File: src/rtl/fifo_rd_ptr_empty_if.sv
// Read-side pointer bundle between the FIFO consumer logic and the read-pointer/empty block.
interface fifo_rd_ptr_empty_if #(
  parameter int ADDR_WIDTH = 4
);
  logic                  R_INC;
  logic [ADDR_WIDTH:0]   WR_PTR_SYNC;
  logic [ADDR_WIDTH-1:0] R_ADDR;
  logic [ADDR_WIDTH:0]   RD_PTR_GREY;
  logic                  RD_EN;
  logic                  EMPTY;
  logic [ADDR_WIDTH:0]   RD_LEVEL;
  logic                  UNDERFLOW;

  modport master (
    output R_INC, WR_PTR_SYNC,
    input  R_ADDR, RD_PTR_GREY, RD_EN, EMPTY, RD_LEVEL, UNDERFLOW
  );

  modport slave (
    input  R_INC, WR_PTR_SYNC,
    output R_ADDR, RD_PTR_GREY, RD_EN, EMPTY, RD_LEVEL, UNDERFLOW
  );
endinterface

File: src/rtl/fifo_rd_ptr_empty.sv
// Async-FIFO read pointer: binary/Gray pointer pair, registered empty flag,
// read-side fill level and a sticky underflow flag.
module fifo_rd_ptr_empty #(
  parameter int ADDR_WIDTH = 4
) (
  input  logic                 CLK,
  input  logic                 RST,
  fifo_rd_ptr_empty_if.slave   rd
);
  localparam int PW = ADDR_WIDTH + 1;

  logic [PW-1:0] rbin_q, rbin_d;
  logic [PW-1:0] rgray_q, rgray_d;
  logic [PW-1:0] level_q, level_d;
  logic [PW-1:0] wbin;
  logic          empty_q, empty_d;
  logic          uf_q, uf_d;
  logic          rd_en;

  // Gray-to-binary per bit as the XOR of all higher-or-equal Gray bits,
  // which avoids a self-referencing ripple chain on wbin.
  genvar gi;
  generate
    for (gi = 0; gi < PW; gi++) begin : g_wbin
      assign wbin[gi] = ^rd.WR_PTR_SYNC[PW-1:gi];
    end
  endgenerate

  // Gated with the registered flag so the accept never depends on this cycle's compare.
  assign rd_en = rd.R_INC & ~empty_q & ~RST;

  always_comb begin
    rbin_d  = rbin_q + PW'(rd_en);
    rgray_d = rbin_d ^ (rbin_d >> 1);
    empty_d = (rgray_d == rd.WR_PTR_SYNC);
    level_d = wbin - rbin_d;
    uf_d    = uf_q | (rd.R_INC & empty_q);
  end

  always_ff @(posedge CLK) begin
    if (RST) begin
      rbin_q  <= '0;
      rgray_q <= '0;
      empty_q <= 1'b1;
      level_q <= '0;
      uf_q    <= 1'b0;
    end else begin
      rbin_q  <= rbin_d;
      rgray_q <= rgray_d;
      empty_q <= empty_d;
      level_q <= level_d;
      uf_q    <= uf_d;
    end
  end

  assign rd.R_ADDR      = RST ? '0 : rbin_q[ADDR_WIDTH-1:0];
  assign rd.RD_PTR_GREY = rgray_q;
  assign rd.RD_EN       = rd_en;
  assign rd.EMPTY       = empty_q;
  assign rd.RD_LEVEL    = level_q;
  assign rd.UNDERFLOW   = uf_q;
endmodule
File: src/flat_wrapper.sv
// flat-port wrapper written by rule: the top's interface ports become plain ports
module fifo_rd_ptr_empty_flat 
#(
  parameter int ADDR_WIDTH = 4
)
  (CLK, RST, rd_R_INC, rd_WR_PTR_SYNC, rd_R_ADDR, rd_RD_PTR_GREY, rd_RD_EN, rd_EMPTY, rd_RD_LEVEL, rd_UNDERFLOW);
  fifo_rd_ptr_empty_if #(.ADDR_WIDTH(ADDR_WIDTH)) rd_i ();
  input  logic CLK;
  input  logic RST;
  input wire logic [$bits(rd_i.R_INC)-1:0] rd_R_INC;
  input wire logic [$bits(rd_i.WR_PTR_SYNC)-1:0] rd_WR_PTR_SYNC;
  output wire logic [$bits(rd_i.R_ADDR)-1:0] rd_R_ADDR;
  output wire logic [$bits(rd_i.RD_PTR_GREY)-1:0] rd_RD_PTR_GREY;
  output wire logic [$bits(rd_i.RD_EN)-1:0] rd_RD_EN;
  output wire logic [$bits(rd_i.EMPTY)-1:0] rd_EMPTY;
  output wire logic [$bits(rd_i.RD_LEVEL)-1:0] rd_RD_LEVEL;
  output wire logic [$bits(rd_i.UNDERFLOW)-1:0] rd_UNDERFLOW;
  assign rd_i.R_INC = rd_R_INC;
  assign rd_i.WR_PTR_SYNC = rd_WR_PTR_SYNC;
  assign rd_R_ADDR = rd_i.R_ADDR;
  assign rd_RD_PTR_GREY = rd_i.RD_PTR_GREY;
  assign rd_RD_EN = rd_i.RD_EN;
  assign rd_EMPTY = rd_i.EMPTY;
  assign rd_RD_LEVEL = rd_i.RD_LEVEL;
  assign rd_UNDERFLOW = rd_i.UNDERFLOW;
  fifo_rd_ptr_empty #(.ADDR_WIDTH(ADDR_WIDTH)) u_core (.CLK(CLK), .RST(RST), .rd(rd_i));
endmodule
File: config.mk
export PLATFORM = sky130hd
export DESIGN_NAME = fifo_rd_ptr_empty_flat
export DESIGN_NICKNAME = d
export VERILOG_FILES = /design/src/rtl/fifo_rd_ptr_empty_if.sv /design/src/rtl/fifo_rd_ptr_empty.sv /design/src/flat_wrapper.sv
export SDC_FILE = /design/constraint.sdc
export NUM_CORES = 1
export LEC_CHECK = 0
export ABC_AREA = 1
export CORE_ASPECT_RATIO = 1.5
export CORE_MARGIN = 4
export CORE_UTILIZATION = 41
export DETAILED_ROUTE_END_ITERATION = 10
export GPL_TIMING_DRIVEN = 0
export HOLD_SLACK_MARGIN = 0.1
export MAX_ROUTING_LAYER = met4
export PLACE_DENSITY = 0.72
export SKIP_CTS_REPAIR_TIMING = 1
export SYNTH_ARGS = -nofsm -noshare
export SYNTH_HDL_FRONTEND = slang
export SYNTH_SLANG_ARGS = --single-unit
File: constraint.sdc
create_clock -name CLK -period 2.1 [get_ports CLK]
set_input_delay 0.21 -clock CLK [delete_from_list [all_inputs] [get_ports CLK]]
set_output_delay 0.21 -clock CLK [all_outputs]
set_load 0.02 [all_outputs]
==> results_dict.tcl, run 1 <==
set metrics [dict create \
    outcome "finished, final reports clean" \
    syn-cell-area_um2 951 \
    arrival_ns 2.19 \
    setup_violations 0 \
    ioPinCount 25 \
    finalClockSkew_ns 0.00686 \
    core_um2 2230 \
    ys_ff_latch 16 \
    num_vias 916 \
    r2r-start "u_core.rd.EMPTY$_SDFF_PP1_" \
    antenna_found_initial 0 \
    yosysTopAreaCellShare_pct 33.7 \
    hold_viol 0 \
    p_total_mw 0.726 \
    drtIter0Drc 16 \
    groute.usage.overall_pct 16.4 \
    clock_latency_ns 0.30 \
    synthTopCellsByArea "dfxtp_1 (34%), nand2_1 (15%), nor2_1 (7.1%)" \
    htree_levels 1 \
    yosysUniqueCellTypes 19 \
    tns_ns 0 \
    yosys.area_share.xor_xnor_pct 5.26 \
    crit_type "in2reg" \
    critPathMaxFanout 4 \
    maxSlewHeadroom_pct 69.8 \
    wl_met3_um 54 \
    top_layer_used "met4" \
    met2WireLength_um 1210 \
    finalCritPeriodShare_pct 94.2 \
    drtAntennaViolNets 0 \
    drt_first_pass_iters 4 \
    cts_buffers 3 \
    grt_overflow 0 \
    drive_gt1_share_pct 19.3 \
    clkPwrFrac_pct 29.4 \
    synth-compound-area-share_pct 4.47 \
    power_switching_share_pct 29.5 \
    maxSlewViolCount 0 \
    p_leak_nw 0.639 \
    layout_common_cells "nand2_1 (36), clkdlybuf4s50_1 (20), nor2_1 (17)" \
    routed_via_density 4.85 \
    layout_commonest_cell "nand2_1" \
    cts.clk_slew.worst_paths_ns 0.10 \
    p_comb_share_pct 25.3 \
    hpwl_um 1690 \
    clkSinkCount 16 \
    cp-end-kind "flip-flop" \
    fin_util_pct 58.5 \
    worst_pin_slew_ns 0.453 \
    die_h_um 67.0 \
    worstHoldStart "RST" \
    syn_avg_cell_area_um2 6.89 \
    synth_top_family_by_area "simple AND/OR/NAND/NOR gates" \
    routedWlPerCell_um 11.6 \
    met1_length_um 866 \
    worstPathRequired_ns 2.31 \
    power_switching_mw 0.214 \
    synth_cells 138 \
    antennaDiodeCount 0 \
    hold_class "in2reg" \
    placementRows 21 \
    syn_nets 152 \
    synth_area_leader_cell "dfxtp_1" \
    cts-root-buf "clkbuf_4" \
    first_global_vias 935 \
    min_period_ns 1.98 \
    p_int_mw 0.511 \
    vdd_ir_drop_max_mv 0.380 \
    hold_end "u_core.rd.RD_PTR_GREY[3]$_SDFF_PP0_" \
    drc 0 \
    cts_tree "yes" \
    gp_congestion 0.786 \
    clockBufferDepth 2 \
    yosys_warnings 0 \
    seq_area_frac_synth_pct 33.7 \
    regToRegEndpoint "u_core.rd.RD_LEVEL[4]$_SDFF_PP0_" \
    grt_max_degree 11 \
    area_growth_pct 37.4 \
    wl_um 2190 \
    final_nets 181 \
    io_buffer_count 23 \
    p_per_area_nw_per_um2 556 \
    max_cap_viol_count 0 \
    synthMuxAreaShare_pct 0 \
    design.die.area_um2 3170 \
    fmax_ghz 0.505 \
    synth-adder-area-share_pct 8.68 \
    seqPwrFrac_pct 45.3 \
    die_w_um 47.3 \
    ff2ff_path_depth 10 \
    yosys.area_share.simple_pct 37.6 \
    min_path_cells 2 \
    grt_pass1_wl_um 3660 \
    crit_path_start_kind "input port" \
    start_util_pct 42.6 \
    reg2reg_slack_ns 0.14 \
]
[layout make-up]
class,count,area (µm²)
well taps,23,28.8
clock buffers,4,36.3
fillers,226,927
inverters,20,78.8
flip-flops and latches,16,320
repair buffers,24,245
multi-input cells,98,573
plain buffers,4,23.8
[cell families after synthesis]
group           after synthesis
compound gates                8
xor+xnor                      4
fa+ha+maj                     6
buf+inv                      24
flops                        16
simple gates                 80
[cells in the mapped netlist]
library cell	count
a21o_1	1
a21oi_1	6
buf_4	2
clkbuf_1	2
dfxtp_1	16
fa_1	1
ha_1	5
inv_1	15
inv_2	5
nand2_1	37
nand2_2	8
nand3_1	11
nand3_2	2
nand3b_1	1
nand4_1	3
nor2_1	18
o21ai_0	1
xor2_1	2
xor2_2	2
[metrics by stage]
step	std cells	hold WS, ns	worst slack, ns	cell area, µm²
3_5_place_dp	184	0.463	-0.463	1230
4_1_cts	188	0.196	-0.158	1270
6_report	189	0.194	0.121	1310
2_1_floorplan	138	0.351	0.0434	975
5_1_grt	189	0.199	-0.0130	1310
3_3_place_gp	184	0.458	-0.429	1230
[flip-flops by register name, indices dropped and copies added (netlist names)]
name / count
u_core.rd.EMPTY: 1
u_core.rd.RD_LEVEL: 5
u_core.rbin_q: 4
u_core.rd.RD_PTR_GREY: 5
u_core.rd.UNDERFLOW: 1
[critical path, stage by stage]
cell and delay (ns):
clkdlybuf4s50_1 0.44, nand2_2 0.10, nor2_4 0.04, ha_2 0.21, ha_4 0.30, clkinvlp_4 0.13
fa_2 0.40, nand2_1 0.07, nand3b_1 0.12, nand3_1 0.08, nand2_1 0.06, nor2_1 0.04
[per-layer routing]
| metal | global-route usage [%] | vias to the layer above |
|---|---|---|
| li1 | - | 485 |
| met1 | 15.8 | 411 |
| met2 | 29.7 | 15 |
| met3 | 1.62 | 5 |
| met4 | 9.34 | 0 |
| met5 | - | - |
[worst max-delay path by stage]
stage | from | to | slack [ns] | depth (start not counted)
after global placement | rd_WR_PTR_SYNC[3] | u_core.rd.RD_LEVEL[4]$_SDFF_PP0_ | -0.43 | 15
final | rd_R_INC | u_core.rd.RD_LEVEL[4]$_SDFF_PP0_ | 0.12 | 12
after detailed placement | rd_WR_PTR_SYNC[4] | u_core.rd.RD_LEVEL[4]$_SDFF_PP0_ | -0.46 | 15
after floorplan | RST | u_core.rd.RD_LEVEL[4]$_SDFF_PP0_ | 0.04 | 13
after CTS | rd_WR_PTR_SYNC[4] | u_core.rd.RD_LEVEL[4]$_SDFF_PP0_ | -0.16 | 15
after global routing | rd_R_INC | u_core.rd.RD_LEVEL[4]$_SDFF_PP0_ | -0.01 | 12
[power by group through the flow]
stage | Combinational (mW) | Sequential, mW | Clock, mW
2_1_floorplan | 0.0878 | 0.358 | 0
3_5_place_dp | 0.179 | 0.336 | 0
5_1_grt | 0.204 | 0.331 | 0.230
3_3_place_gp | 0.176 | 0.335 | 0
6_report | 0.184 | 0.329 | 0.213
4_1_cts | 0.180 | 0.329 | 0.216
No activity file was read; power rests on OpenSTA's default activity.
==> inputs of run 2 (changes only) <==
Settings changed: CORE_MARGIN 4 to not set, CTS_BUF_LIST set to sky130_fd_sc_hd__clkbuf_8, GPL_TIMING_DRIVEN 0 to not set.
==> run 2 against run 1 <==
Compared with the run above: first-iteration DRC count grew 88%; critical path type unchanged; clock power is 31% higher; worst hold slack better by 0.21 ns; sequential share of layout area fell by 1.8 points; register-to-register slack better by 0.13 ns; largest power group unchanged; sequential power hardly changed; maximum frequency grew 0.30%.
==> results_dict.tcl, run 2 (same netlist as run 1, synthesis figures left out) <==
set metrics [dict create \
    outcome "finished, final reports clean" \
    layout_common_cells "nand2_1 (36), clkdlybuf4s50_1 (21), nor2_1 (17)" \
    worstPathRequired_ns 2.25 \
    start_util_pct 43.1 \
    ioPinCount 25 \
    design.die.area_um2 2520 \
    crit_path_start_kind "input port" \
    core_um2 2210 \
    worst_pin_slew_ns 0.290 \
    clkSinkCount 16 \
    clock_latency_ns 0.26 \
    first_global_vias 853 \
    fin_util_pct 64.0 \
    routed_via_density 4.82 \
    layout_setup_ws_ns 0.127 \
    hold_slack_ns 0.401 \
    area_growth_pct 48.6 \
    die_w_um 41.3 \
    crit_type "in2reg" \
    cts_tree "yes" \
    antenna_found_initial 0 \
    groute.usage.overall_pct 20.2 \
    drt_first_pass_iters 4 \
    die_h_um 61.0 \
    maxSlewViolCount 0 \
    drive_gt1_share_pct 24.4 \
    drtIter0Drc 30 \
    cts-root-buf "clkbuf_8" \
    ff2ff_path_depth 10 \
    layout_commonest_cell "nand2_1" \
    place_ws_ns -0.492 \
    clockBufferDepth 2 \
    io_buffer_count 24 \
    placementRows 21 \
    grt_max_degree 17 \
    critPathMaxFanout 3 \
    num_vias 960 \
    drc 0 \
    htree_levels 1 \
    min_period_ns 1.97 \
    routedWlPerCell_um 10.3 \
    p_leak_nw 0.699 \
    setup_violations 0 \
    antennaDiodeCount 0 \
    drtAntennaViolNets 0 \
    hold_viol 0 \
    maxSlewHeadroom_pct 80.6 \
    final_nets 191 \
    finalClockSkew_ns 0.00551 \
    p_per_area_nw_per_um2 574 \
    min_path_cells 5 \
    gp_congestion 0.848 \
    hold_class "in2reg" \
    grt_overflow 0 \
    cts.clk_slew.worst_paths_ns 0.07 \
    grt_pass1_wl_um 3280 \
    arrival_ns 2.13 \
    wl_um 2050 \
    cts_buffers 3 \
    cp-end-kind "flip-flop" \
    finalCritPeriodShare_pct 93.9 \
    hpwl_um 1660 \
    vdd_ir_drop_max_mv 0.496 \
    rsz0062_at_grt "false" \
    fmax_ghz 0.507 \
    max_cap_viol_count 0 \
]
==> run 2: changes by cell type in the layout (fill, tap and decap cells not counted), sizes merged <==
cell           before  now
buf                 3   14
clkbuf              6    4
clkdlybuf4s50      20   21
clkinvlp            1    0
inv                19   20
==> run 2: critical path, stage by stage <==
cell             delay (ns)
clkdlybuf4s50_1        0.49
inv_2                  0.06
nand2_2                0.07
nor2_4                 0.04
ha_4                   0.17
ha_4                   0.27
inv_2                  0.05
fa_2                   0.39
nand2_1                0.07
nand3b_1               0.12
nand3_1                0.09
nand2_1                0.07
nor2_1                 0.04
==> run 2: worst paths after layout <==
| kind | from | to | slack [ns] |
|---|---|---|---|
| setup / recovery | RST | u_core.rd.RD_LEVEL[4]$_SDFF_PP0_ | 0.13 |
| hold reg to reg | u_core.rd.UNDERFLOW$_SDFF_PP0_ | u_core.rd.UNDERFLOW$_SDFF_PP0_ | 0.49 |
| setup reg to reg | u_core.rd.EMPTY$_SDFF_PP1_ | u_core.rd.RD_LEVEL[4]$_SDFF_PP0_ | 0.27 |
| hold / removal | rd_WR_PTR_SYNC[2] | u_core.rd.EMPTY$_SDFF_PP1_ | 0.40 |
==> run 2: through the flow <==
stage	std cells	setup TNS [ns]	power [mW]	cell area (µm²)
after CTS	198	-0.271	0.805	1370
after global routing	199	0	0.848	1410
after global placement	194	-1.13	0.529	1320
final	199	0	0.812	1410
after detailed placement	194	-1.50	0.531	1320
after floorplan	138	0	0.445	975
==> run 2: cell type report <==
type                       instances  area (µm²)
tap                               23        28.8
sequential                        16         320
clock buffer                       4        55.1
multi-input combinational         98         581
timing repair buffer              38         353
inverter                          20        75.1
fill                             195         795
==> run 2: layer usage <==
metal,global-route usage (%),wire [µm]
met5,-,0
met4,10.1,46
met3,3.66,66
met2,35.5,1120
met1,19.8,816
==> run 2: report_power, final <==
part	leakage [nW]	internal [mW]	switching, mW
clock network	0.0288	0.167	0.112
registers	0.131	0.322	0.00747
logic	0.539	0.0997	0.104
total	0.699	0.589	0.223
==> inputs of run 3 (changes only) <==
Settings changed: REMOVE_ABC_BUFFERS set to 1.
==> run 3 against run 2 <==
Compared with the run above: sequential share of layout area decreased by 0.080 points; clock power decreased by 18%; final cell count increased by 1.0%; global-route usage decreased by 1.4 points; combinational power about the same; largest power group unchanged.
==> results_dict.tcl, run 3 (same netlist as run 1, synthesis figures left out) <==
set metrics [dict create \
    outcome "finished, final reports clean" \
    core_um2 2210 \
    layout_commonest_cell "nand2_1" \
    rsz0062_at_grt "false" \
    drtAntennaViolNets 0 \
    seqPwrFrac_pct 43.1 \
    cp-end-kind "flip-flop" \
    antennaDiodeCount 0 \
    ioPinCount 25 \
    cts.clk_slew.worst_paths_ns 0.06 \
    setup_violations 0 \
    cts_tree "yes" \
    grt_pass1_wl_um 3130 \
    wl_um 2030 \
    finalCritPeriodShare_pct 92.0 \
    n_fill_cell 201 \
    clkPwrFrac_pct 30.2 \
    area_growth_pct 49.1 \
    start_util_pct 43.1 \
    hold_viol 0 \
    grt_overflow 0 \
    drtIter0Drc 6 \
    max_cap_viol_count 0 \
    drt_first_pass_iters 3 \
    worstHoldStart "rd_R_INC" \
    layout_common_cells "nand2_1 (36), clkdlybuf4s50_1 (19), nor2_1 (17), buf_4 (17), dfxtp_1 (16)" \
    groute.usage.overall_pct 18.8 \
    cp_cell_sequence "clkdlybuf4s50_1 > inv_1 > xor2_2 > xor2_1 > ha_1 > inv_1 > fa_2 > nand2_1 > nand3b_1 > nand3_1 > nand2_1 > nor2_1" \
    clockBufferDepth 2 \
    crit_path_start_kind "input port" \
    slowest_delay_ns 0.48 \
    hold_slack_ns 0.249 \
    clkSinkCount 16 \
    worstPathRequired_ns 2.24 \
    routedWlPerCell_um 10.1 \
    die_h_um 61.0 \
    cp_top_family "buffers and inverters" \
    slowest_stage "clkdlybuf4s50_1" \
    hold_class "in2reg" \
    final_nets 194 \
    p_per_area_nw_per_um2 537 \
    worst_pin_slew_ns 0.280 \
    routed_via_density 4.68 \
    power_switching_share_pct 27.8 \
    tns_ns 0 \
    maxSlewHeadroom_pct 81.3 \
    crit_type "in2reg" \
    design.die.area_um2 2520 \
    cp-startpoint "rd_WR_PTR_SYNC[1]" \
    grt_max_degree 17 \
    cts-root-buf "clkbuf_8" \
    hpwl_um 1630 \
    gp_congestion 0.877 \
    antenna_found_initial 0 \
    finalNonFillerCells 201 \
    vdd_ir_drop_max_mv 0.448 \
    drc 0 \
    die_w_um 41.3 \
    crit_buf_inv 3 \
    power_switching_mw 0.212 \
    fmax_ghz 0.517 \
    maxSlewViolCount 0 \
    cts_buffers 3 \
    arrival_ns 2.08 \
    placementRows 21 \
    p_int_mw 0.549 \
    min_period_ns 1.93 \
    dp.cells 198 \
    io_buffer_count 24 \
    p_comb_share_pct 26.6 \
    finalClockSkew_ns 0.00139 \
    num_vias 940 \
    htree_levels 1 \
    clock_latency_ns 0.25 \
    first_global_vias 840 \
    p_leak_nw 0.720 \
    drive_gt1_share_pct 25.3 \
    critPathMaxFanout 2 \
    r2r-start "u_core.rd.EMPTY$_SDFF_PP1_" \
]
==> run 3: stage by stage <==
step,utilization [%],power (mW),setup slack (ns),cell area (µm²)
5_1_grt,64.2,0.802,0.0324,1420
2_1_floorplan,-,0.438,-0.0539,928
6_report,64.2,0.761,0.168,1420
4_1_cts,61.9,0.762,-0.179,1370
3_3_place_gp,60.0,0.532,-0.345,1330
3_5_place_dp,60.0,0.533,-0.432,1330
==> run 3: worst min-delay path: stages <==
cell            delay, ns
dlymetal6s2s_1       0.11
a21oi_1              0.07
nor2_1               0.07
==> run 3: cell type report <==
cell class / count / area (µm²) / share of cell area, %
clock buffer: 3 / 41.3 / 2.91
inverter: 20 / 75.1 / 5.30
multi-input combinational: 98 / 572 / 40.3
sequential: 16 / 320 / 22.6
tap: 23 / 28.8 / 2.03
timing repair buffer: 41 / 380 / 26.8
==> run 3: path summary, 6_finish.rpt <==
check                                                   endpoint  slack [ns]  depth (start not counted)
worst max-delay path            u_core.rd.RD_LEVEL[4]$_SDFF_PP0_        0.17                         12
worst min-delay path              u_core.rd.UNDERFLOW$_SDFF_PP0_        0.25                          3
worst min register to register    u_core.rd.UNDERFLOW$_SDFF_PP0_        0.48                          2
worst max register to register  u_core.rd.RD_LEVEL[4]$_SDFF_PP0_        0.28                         11
==> run 3: metal layers <==
metal | wire length [µm] | vias up | global-route usage [%]
li1 | - | 503 | -
met1 | 824 | 412 | 18.9
met2 | 1090 | 19 | 33.3
met3 | 58 | 6 | 3.30
met4 | 56 | 0 | 8.29
met5 | 0 | - | -
==> run 3: power groups by stage <==
stage	sequential, mW	clock, mW	combinational, mW
final	0.328	0.230	0.203
after global routing	0.330	0.248	0.225
after CTS	0.328	0.235	0.199
after detailed placement	0.335	0	0.198
after global placement	0.334	0	0.197
after floorplan	0.357	0	0.0818
